`src/rtl/bird_physics.sv`:
```
`default_nettype none
// ============================================================================
//  Module      : bird_physics
//  Description : Per-frame vertical physics for the bird sprite. On each
//                enabled frame tick it applies gravity or a flap impulse,
//                integrates a Q10.4 position, clamps at ceiling and ground,
//                then writes the integer row into the display's Y-low and
//                Y-high byte registers as an Avalon-MM write master.
//  Revision    : 1.0 - initial release
// ============================================================================
module bird_physics #(
    parameter int GRAVITY  = 6,
    parameter int FLAP_VEL = -64,
    parameter int VEL_MAX  = 128,
    parameter int Y_START  = 240,
    parameter int Y_MIN    = 0,
    parameter int Y_MAX    = 470,
    parameter int REG_Y_LO = 5,
    parameter int REG_Y_HI = 6
) (
    input  logic       clk,
    input  logic       reset_n,
    input  logic       frame_tick,
    input  logic       flap,
    input  logic       restart,
    input  logic       enable,
    input  logic       av_waitrequest,
    output logic       av_chipselect,
    output logic       av_write,
    output logic [2:0] av_address,
    output logic [7:0] av_writedata,
    output logic [9:0] bird_y,
    output logic [9:0] bird_vel,
    output logic       dead,
    output logic       update_done,
    output logic       overrun
);

    localparam logic [1:0] C_ST_IDLE   = 2'd0;
    localparam logic [1:0] C_ST_UPDATE = 2'd1;
    localparam logic [1:0] C_ST_WR_LO  = 2'd2;
    localparam logic [1:0] C_ST_WR_HI  = 2'd3;

    localparam logic signed [10:0] C_GRAVITY    = 11'(GRAVITY);
    localparam logic signed [10:0] C_VEL_MAX    = 11'(VEL_MAX);
    localparam logic signed [9:0]  C_FLAP_VEL   = 10'(FLAP_VEL);
    localparam logic [13:0]        C_Y_START_FP = 14'(Y_START * 16);
    localparam logic signed [14:0] C_Y_MIN_FP   = 15'(Y_MIN * 16);
    localparam logic signed [14:0] C_Y_MAX_FP   = 15'(Y_MAX * 16);
    localparam logic [13:0]        C_Y_MIN_FP14 = 14'(Y_MIN * 16);
    localparam logic [13:0]        C_Y_MAX_FP14 = 14'(Y_MAX * 16);
    localparam logic [2:0]         C_REG_Y_LO   = 3'(REG_Y_LO);
    localparam logic [2:0]         C_REG_Y_HI   = 3'(REG_Y_HI);

    logic [1:0]        state_q,           state_d;
    logic [13:0]       y_fp_q,            y_fp_d;
    logic signed [9:0] vel_q,             vel_d;
    logic              dead_q,            dead_d;
    logic              flap_q;
    logic              flap_pending_q,    flap_pending_d;
    logic              restart_pending_q, restart_pending_d;
    logic              av_cs_q,           av_cs_d;
    logic              av_wr_q,           av_wr_d;
    logic [2:0]        av_addr_q,         av_addr_d;
    logic [7:0]        av_data_q,         av_data_d;
    logic              update_done_q,     update_done_d;
    logic              overrun_q,         overrun_d;

    logic signed [10:0] w_vel_inc;
    logic signed [9:0]  w_vel_n;
    logic signed [14:0] w_y_n;
    logic               w_flap_rise;

    // Candidate velocity and position for this frame; wide enough that the
    // gravity sum and a negative step below the ceiling never wrap.
    always_comb begin
        w_vel_inc = $signed({vel_q[9], vel_q}) + C_GRAVITY;
        if (flap_pending_q) begin
            w_vel_n = C_FLAP_VEL;
        end else if (w_vel_inc > C_VEL_MAX) begin
            w_vel_n = C_VEL_MAX[9:0];
        end else begin
            w_vel_n = w_vel_inc[9:0];
        end
        w_y_n = $signed({1'b0, y_fp_q}) + $signed({{5{w_vel_n[9]}}, w_vel_n});
    end

    // Frame sequencer: restart / physics step / two-byte register write.
    always_comb begin
        state_d           = state_q;
        y_fp_d            = y_fp_q;
        vel_d             = vel_q;
        dead_d            = dead_q;
        flap_pending_d    = flap_pending_q;
        restart_pending_d = restart_pending_q;
        av_cs_d           = av_cs_q;
        av_wr_d           = av_wr_q;
        av_addr_d         = av_addr_q;
        av_data_d         = av_data_q;
        update_done_d     = 1'b0;
        overrun_d         = 1'b0;

        // A dead bird cannot flap; the edge is discarded rather than queued.
        w_flap_rise = flap && !flap_q && !dead_q;

        // Busy: ticks are lost (flagged), restarts wait for the bus to finish.
        if (state_q != C_ST_IDLE) begin
            if (frame_tick) begin
                overrun_d = 1'b1;
            end
            if (restart) begin
                restart_pending_d = 1'b1;
            end
        end

        case (state_q)
            C_ST_IDLE: begin
                if (restart || restart_pending_q) begin
                    y_fp_d            = C_Y_START_FP;
                    vel_d             = '0;
                    dead_d            = 1'b0;
                    flap_pending_d    = 1'b0;
                    restart_pending_d = 1'b0;
                    av_cs_d           = 1'b1;
                    av_wr_d           = 1'b1;
                    av_addr_d         = C_REG_Y_LO;
                    av_data_d         = C_Y_START_FP[11:4];
                    state_d           = C_ST_WR_LO;
                end else if (frame_tick && enable && !dead_q) begin
                    state_d = C_ST_UPDATE;
                end
            end
            C_ST_UPDATE: begin
                if (w_y_n < C_Y_MIN_FP) begin
                    y_fp_d = C_Y_MIN_FP14;
                    vel_d  = '0;
                end else if (w_y_n >= C_Y_MAX_FP) begin
                    y_fp_d = C_Y_MAX_FP14;
                    vel_d  = '0;
                    dead_d = 1'b1;
                end else begin
                    y_fp_d = w_y_n[13:0];
                    vel_d  = w_vel_n;
                end
                flap_pending_d = 1'b0;
                av_cs_d        = 1'b1;
                av_wr_d        = 1'b1;
                av_addr_d      = C_REG_Y_LO;
                av_data_d      = y_fp_d[11:4];
                state_d        = C_ST_WR_LO;
            end
            C_ST_WR_LO: begin
                if (!av_waitrequest) begin
                    av_addr_d = C_REG_Y_HI;
                    av_data_d = {6'b0, y_fp_q[13:12]};
                    state_d   = C_ST_WR_HI;
                end
            end
            C_ST_WR_HI: begin
                if (!av_waitrequest) begin
                    av_cs_d       = 1'b0;
                    av_wr_d       = 1'b0;
                    av_addr_d     = '0;
                    av_data_d     = '0;
                    update_done_d = 1'b1;
                    state_d       = C_ST_IDLE;
                end
            end
            default: begin
                state_d = C_ST_IDLE;
            end
        endcase

        // A fresh edge arriving as the old request is consumed is kept.
        if (w_flap_rise) begin
            flap_pending_d = 1'b1;
        end
    end

    // State and output registers; reset aborts any bus transfer at once.
    always_ff @(posedge clk or negedge reset_n) begin
        if (!reset_n) begin
            state_q           <= C_ST_IDLE;
            y_fp_q            <= C_Y_START_FP;
            vel_q             <= '0;
            dead_q            <= 1'b0;
            flap_q            <= 1'b0;
            flap_pending_q    <= 1'b0;
            restart_pending_q <= 1'b0;
            av_cs_q           <= 1'b0;
            av_wr_q           <= 1'b0;
            av_addr_q         <= '0;
            av_data_q         <= '0;
            update_done_q     <= 1'b0;
            overrun_q         <= 1'b0;
        end else begin
            state_q           <= state_d;
            y_fp_q            <= y_fp_d;
            vel_q             <= vel_d;
            dead_q            <= dead_d;
            flap_q            <= flap;
            flap_pending_q    <= flap_pending_d;
            restart_pending_q <= restart_pending_d;
            av_cs_q           <= av_cs_d;
            av_wr_q           <= av_wr_d;
            av_addr_q         <= av_addr_d;
            av_data_q         <= av_data_d;
            update_done_q     <= update_done_d;
            overrun_q         <= overrun_d;
        end
    end

    assign av_chipselect = av_cs_q;
    assign av_write      = av_wr_q;
    assign av_address    = av_addr_q;
    assign av_writedata  = av_data_q;
    assign bird_y        = y_fp_q[13:4];
    assign bird_vel      = vel_q;
    assign dead          = dead_q;
    assign update_done   = update_done_q;
    assign overrun       = overrun_q;

endmodule
`default_nettype wire
```
`config.mk`:
```
export PLATFORM = sky130hd
export DESIGN_NAME = bird_physics
export DESIGN_NICKNAME = d
export VERILOG_FILES = /design/src/rtl/bird_physics.sv
export SDC_FILE = /design/constraint.sdc
export NUM_CORES = 1
export LEC_CHECK = 0
export ABC_AREA = 1
export BUFFER_PORTS_ARGS = -buffer_cell sky130_fd_sc_hd__buf_4
export CORE_MARGIN = 8
export CORE_UTILIZATION = 40
export CTS_BUF_LIST = sky130_fd_sc_hd__clkbuf_4
export DETAILED_ROUTE_END_ITERATION = 12
export GPL_TIMING_DRIVEN = 0
export PLACE_DENSITY = 0.63
export REMOVE_ABC_BUFFERS = 1
export SYNTH_ARGS = -nofsm -noshare
export SYNTH_HDL_FRONTEND = slang
export SYNTH_SLANG_ARGS = --single-unit
```
`constraint.sdc`:
```
create_clock -name clk -period 4.9 [get_ports clk]
set_input_delay 0.735 -clock clk [delete_from_list [all_inputs] [get_ports clk]]
set_output_delay 0.735 -clock clk [all_outputs]
set_load 0.05 [all_outputs]
```
==> results of run 1 <==
==> final timing paths <==
check / from / to / slack, ns / cells past startpoint
max: bird_vel[1]$_DFFE_PN0P_ / bird_vel[1]$_DFFE_PN0P_ / 0.72 / 26
min: reset_n / bird_vel[2]$_DFFE_PN0P_ / 0.35 / 1
max reg2reg: bird_vel[1]$_DFFE_PN0P_ / bird_vel[1]$_DFFE_PN0P_ / 0.72 / 26
min reg2reg: flap_q$_DFF_PN0_ / flap_pending_q$_DFFE_PN0P_ / 0.45 / 1
max in group asynchronous: reset_n / y_fp_q[11]$_DFFE_PN1P_ / 4.14 / 1
min in group clk: flap_q$_DFF_PN0_ / flap_pending_q$_DFFE_PN0P_ / 0.45 / 1
==> placed cells by master (no fill, tap or decap), types with 6 or more instances in the layout <==
master	count
a21oi_1	8
clkbuf_4	6
o21ai_1	14
dfrtp_1	40
nand2_2	9
nor2_1	32
inv_1	54
o21ai_0	10
ha_1	19
nand2_1	144
nand3_1	39
nand4_1	6
buf_4	42
inv_2	8
xor2_1	8
==> worst reg2reg max path: stages, from the launching register on <==
cell and delay, ns:
dfrtp_1 0.47, inv_1 0.07, ha_1 0.23, nand3b_1 0.20, nor2_1 0.15, nand3_1 0.12, xor2_1 0.15, nand2_1 0.06
inv_1 0.05, nand2_1 0.05, nand2_1 0.09, nand2_1 0.14, nor2_1 0.16, ha_1 0.21, inv_1 0.06, fa_1 0.41
inv_1 0.11, nand2_1 0.09, nand3_2 0.10, nand3_1 0.13, nand2_1 0.11, nand2_2 0.08, a21oi_4 0.23, inv_2 0.08
nor2_4 0.23, nand2_1 0.17, o21ai_1 0.17
==> routing by layer <==
metal	track usage	vias to the layer above
met5	0	-
met4	0.0434	0
met3	0.0316	9
met2	0.248	56
met1	0.175	1292
li1	-	1436
==> layout make-up <==
class,instances,area [sq um],area share
Clock buffer,6,45.0,0.0128
Sequential cell,44,1110,0.315
Inverter,63,236,0.0673
Multi-Input combinational cell,315,1670,0.475
Tap cell,102,128,0.0363
Clock inverter,2,12.5,0.00356
Timing Repair Buffer,42,315,0.0898
==> cell families (layout without fill, tap and decap cells) <==
logic type	Yosys count	in the layout	share of synthesized area
DFF	44	44	0.353
xor gates and xnor gates	11	11	0.0368
and+or+nand+nor	243	243	0.339
buffers and inverters	80	113	0.114
AOI/OAI and AO/OA	41	41	0.0740
adders and majority gates	20	20	0.0824
==> registers in the layout (all words and copies together) (netlist names) <==
register and flops:
y_fp_q 14, bird_vel 10, av_writedata 8, av_address 3, state_q 2, av_write 1, dead 1, flap_pending_q 1
flap_q 1, overrun 1, restart_pending_q 1, update_done 1
==> stage by stage <==
stage	setup WS, ns	utilization	instances	cell area [sq um]
after floorplan	1.03	-	422	3010
after global placement	0.819	0.451	566	3450
after detailed placement	0.743	0.452	566	3450
after CTS	0.694	0.459	574	3510
after global routing	0.298	0.459	574	3510
final	0.718	0.459	574	3510
==> flow_summary.toml, run 1 <==
[logic_synthesis]
avgSynthCellArea_sq_um = 7.13
synth-seq-cells = 44
synth_top_area_share = 0.320
synth-edff-count = 0
synth_top_area_cell = "dfrtp_1"
netlist_area_sq_um = 3130
synth_most_common_cell = "nand2_1"
synth_common_cells = "nand2_1 (144), inv_1 (54), dfrtp_1 (40), nand3_1 (39), nor2_1 (32)"
yosysUniqueCellTypes = 34
yosys_warnings = 0
synth.area.top_cells = "dfrtp_1 (32%), nand2_1 (17%), ha_1 (7.6%)"
async_reset_ff_frac = 1.00
ys_seq_area_frac = 0.353
synth_top_flop_cell = "dfrtp_1"
syn_inst = 439

[worst_setup_path]
worstPathRequired_ns = 5.19
slowest_delay_ns = 0.47
crit_type = "flip-flop to flip-flop"
worstPathArrival_ns = 4.47
end_kind = "flip-flop"
crit_top_cell = "nand2_1"
path_delay_family = "simple AND/OR/NAND/NOR gates"
path_max_fanout = 11
path_buf_inv = 5
critPathLaunchType = "flip-flop"
cpMaxStageDelayCell = "dfrtp_1"

[flow_run]
maxCapViolCount = 0

[grt]
grt_pass1_vias = 2901
track_usage = 0.144
antenna_found_initial = 0
grt_pass1_wl_microns = 13300
grt_max_degree = 45
grt_remaining_overflow = 0

[outcome]
status = "complete, no violations"

[cts]
clk_pin_slew_ns = 0.15
cts_root_buffer = "clkbuf_4"
post_cts_buffers = 0
cts_tree = "yes"
cts-resized-gates = 0
cts_buffers = 5
clockBufferDepth = 2
worstSkewPairLatency_ns = 0.37
hold_buffers = 0
cts_num_sinks = 44
cts_max_level = 2

[detailed_routing]
routed.top_layer = "met4"
first_iter_violations = 125
drt_wl_total_microns = 7610
ant_nets = 0
met2_length_microns = 3660
wl_met3_microns = 292
viasPerCell = 4.87
drt_first_pass_iters = 4
vias = 2793
drc_errors = 0
wl_per_cell_microns = 13.3
drt-met1-wl_microns = 3560

[sta]
skew_ns = 0.0177
tns_ns = 0
final_max_slew_viol_count = 0
relSlewSlack = 0.375
hold_viol_final = 0
whs_ns = 0.346
min_period_ns = 4.18
fin_crit_sh = 0.853
worst_pin_slew_ns = 0.938
max_freq_mhz = 239
rsz0062_at_grt = "false"
setup_viol = 0

[placed_design]
hpwlAfterDp_microns = 6010
gp_congestion = 0.890
numPortBuffers = 42

[die]
die_h_microns = 104
ios = 43
row_count = 32
design.die.area_sq_um = 10900
core_sq_um = 7650
die_w_microns = 104
start_util = 0.409

[final_layout]
synthToLayoutAreaGrowth_pct = 12.2
antenna_cells = 0
drive_above_1_share = 0.174
final_nets = 498
fillerInstances = 807

[hold_path]
hold_class = "input port to asynchronous set/reset pin"
Power of run 1 is left out: the tool's default activity adds up to more than one toggle a clock period on the data nets, which glitch-free logic cannot reach.
==> run 2: changes to the inputs <==
--- a/config.mk
+++ b/config.mk
@@ -12,8 +12,8 @@
 export CTS_BUF_LIST = sky130_fd_sc_hd__clkbuf_4
 export DETAILED_ROUTE_END_ITERATION = 12
 export GPL_TIMING_DRIVEN = 0
-export PLACE_DENSITY = 0.63
 export REMOVE_ABC_BUFFERS = 1
+export SLEW_MARGIN = 20
 export SYNTH_ARGS = -nofsm -noshare
 export SYNTH_HDL_FRONTEND = slang
 export SYNTH_SLANG_ARGS = --single-unit
==> run 2 against run 1 <==
  * Core utilization grew 0.44 points
  * Wire length is 2.4% lower
  * Non-clock buffer count increased by 1
  * First-iteration DRC count grew 6.4%
  * Via count decreased by 1.5%
  * Fmax up 0.84%
  * Critical path type unchanged
  * Largest cell class unchanged
==> flow_summary.toml, run 2 (synthesis results as in run 1) <==
[final_layout]
top_register = "y_fp_q"
final_common_cell = "nand2_1"
drive_above_1_share = 0.173
antenna_cells = 0
synthToLayoutAreaGrowth_pct = 13.3
final_util = 0.464
layout_common_cells = "nand2_1 (144), inv_1 (54), buf_4 (42)"
largest_reg_flops = 14
final_nets = 499

[grt]
grt_max_degree = 45
track_usage = 0.144
grt_pass1_vias = 2842
antenna_found_initial = 0
grt_remaining_overflow = 0
grt_pass1_wl_microns = 13100

[worst_setup_path]
crit_start = "bird_vel[1]$_DFFE_PN0P_"
rr_endpoint = "bird_vel[1]$_DFFE_PN0P_"
end_kind = "flip-flop"
r2r_cells = 26
path_max_fanout = 11
endpoint = "bird_vel[1]$_DFFE_PN0P_"
crit-reg2reg-launch = "bird_vel[1]$_DFFE_PN0P_"
slowest_delay_ns = 0.46
worstPathArrival_ns = 4.45
crit_type = "flip-flop to flip-flop"
worstPathRequired_ns = 5.20
crit_top_cell = "nand2_1"
r2r_slack_ns = 0.75
critPathLaunchType = "flip-flop"
cpMaxStageDelayCell = "dfrtp_1"

[cts]
cts_tree = "yes"
clockBufferDepth = 2
clk_pin_slew_ns = 0.14
worstSkewPairLatency_ns = 0.36
cts_max_level = 2
post_cts_buffers = 0
cts_buffers = 5
hold_buffers = 0
cts_root_buffer = "clkbuf_4"
cts-resized-gates = 0
cts_num_sinks = 44

[flow_run]
maxCapViolCount = 0

[sta]
skew_ns = 0.00906
min_period_ns = 4.15
fin_crit_sh = 0.846
relSlewSlack = 0.619
worst_pin_slew_ns = 0.572
setup_viol = 0
rsz0062_at_grt = "false"
final_max_slew_viol_count = 0
hold_viol_final = 0
tns_ns = 0
max_freq_mhz = 241

[detailed_routing]
drt_first_pass_iters = 4
wl_per_cell_microns = 12.9
drt_wl_total_microns = 7430
drc_errors = 0
ant_nets = 0
first_iter_violations = 133
viasPerCell = 4.78
vias = 2751

[placed_design]
gp_congestion = 0.877
numPortBuffers = 42
hpwlAfterDp_microns = 5880

[die]
design.die.area_sq_um = 10900
die_h_microns = 104
start_util = 0.409
row_count = 32
die_w_microns = 104
core_sq_um = 7650
ios = 43

[hold_path]
hold_class = "input port to asynchronous set/reset pin"

[outcome]
status = "complete, no violations"
-- run 2: routing by layer --
layer / part of all wire / track usage
met1: 0.47 / 0.174
met4: 0.0065 / 0.0217
met5: 0 / 0
met2: 0.48 / 0.251
met3: 0.041 / 0.0409
-- run 2: worst min path at each step --
stage,from,endpoint,depth (start not counted)
after floorplan,flap_q$_DFF_PN0_,flap_pending_q$_DFFE_PN0P_,1
after global placement,flap_q$_DFF_PN0_,flap_pending_q$_DFFE_PN0P_,1
after detailed placement,flap_q$_DFF_PN0_,flap_pending_q$_DFFE_PN0P_,1
after CTS,reset_n,flap_pending_q$_DFFE_PN0P_,1
after global routing,reset_n,av_writedata[6]$_DFFE_PN0P_,1
final,reset_n,y_fp_q[2]$_DFFE_PN0P_,1
-- run 2: final cells by class --
class,count,area (sq um)
inverters,63,236
fillers,783,4100
clock buffers,5,37.5
repair buffers,43,327
multi-input cells,315,1670
flip-flops and latches,44,1110
well taps,102,128
clock inverters,3,42.5
-- run 2: critical path, delay by kind of cell, from the launching register on --
family | cells | cell delay, ns
simple gates | 15 | 1.92
flops | 1 | 0.46
buf+inv | 5 | 0.38
compound gates | 2 | 0.37
xor+xnor | 1 | 0.15
fa+ha+maj | 3 | 0.83
-- run 2: per-stage QoR --
stage	instance area, sq um	hold WS (ns)	setup WS [ns]	instances
CTS	3550	0.367	0.757	575
detailed placement	3470	0.431	0.788	567
global placement	3450	0.426	0.836	566
global route	3550	0.378	0.214	575
finish	3550	0.340	0.753	575
floorplan	3010	0.419	1.03	422
Power of run 2 is left out for the same reason.
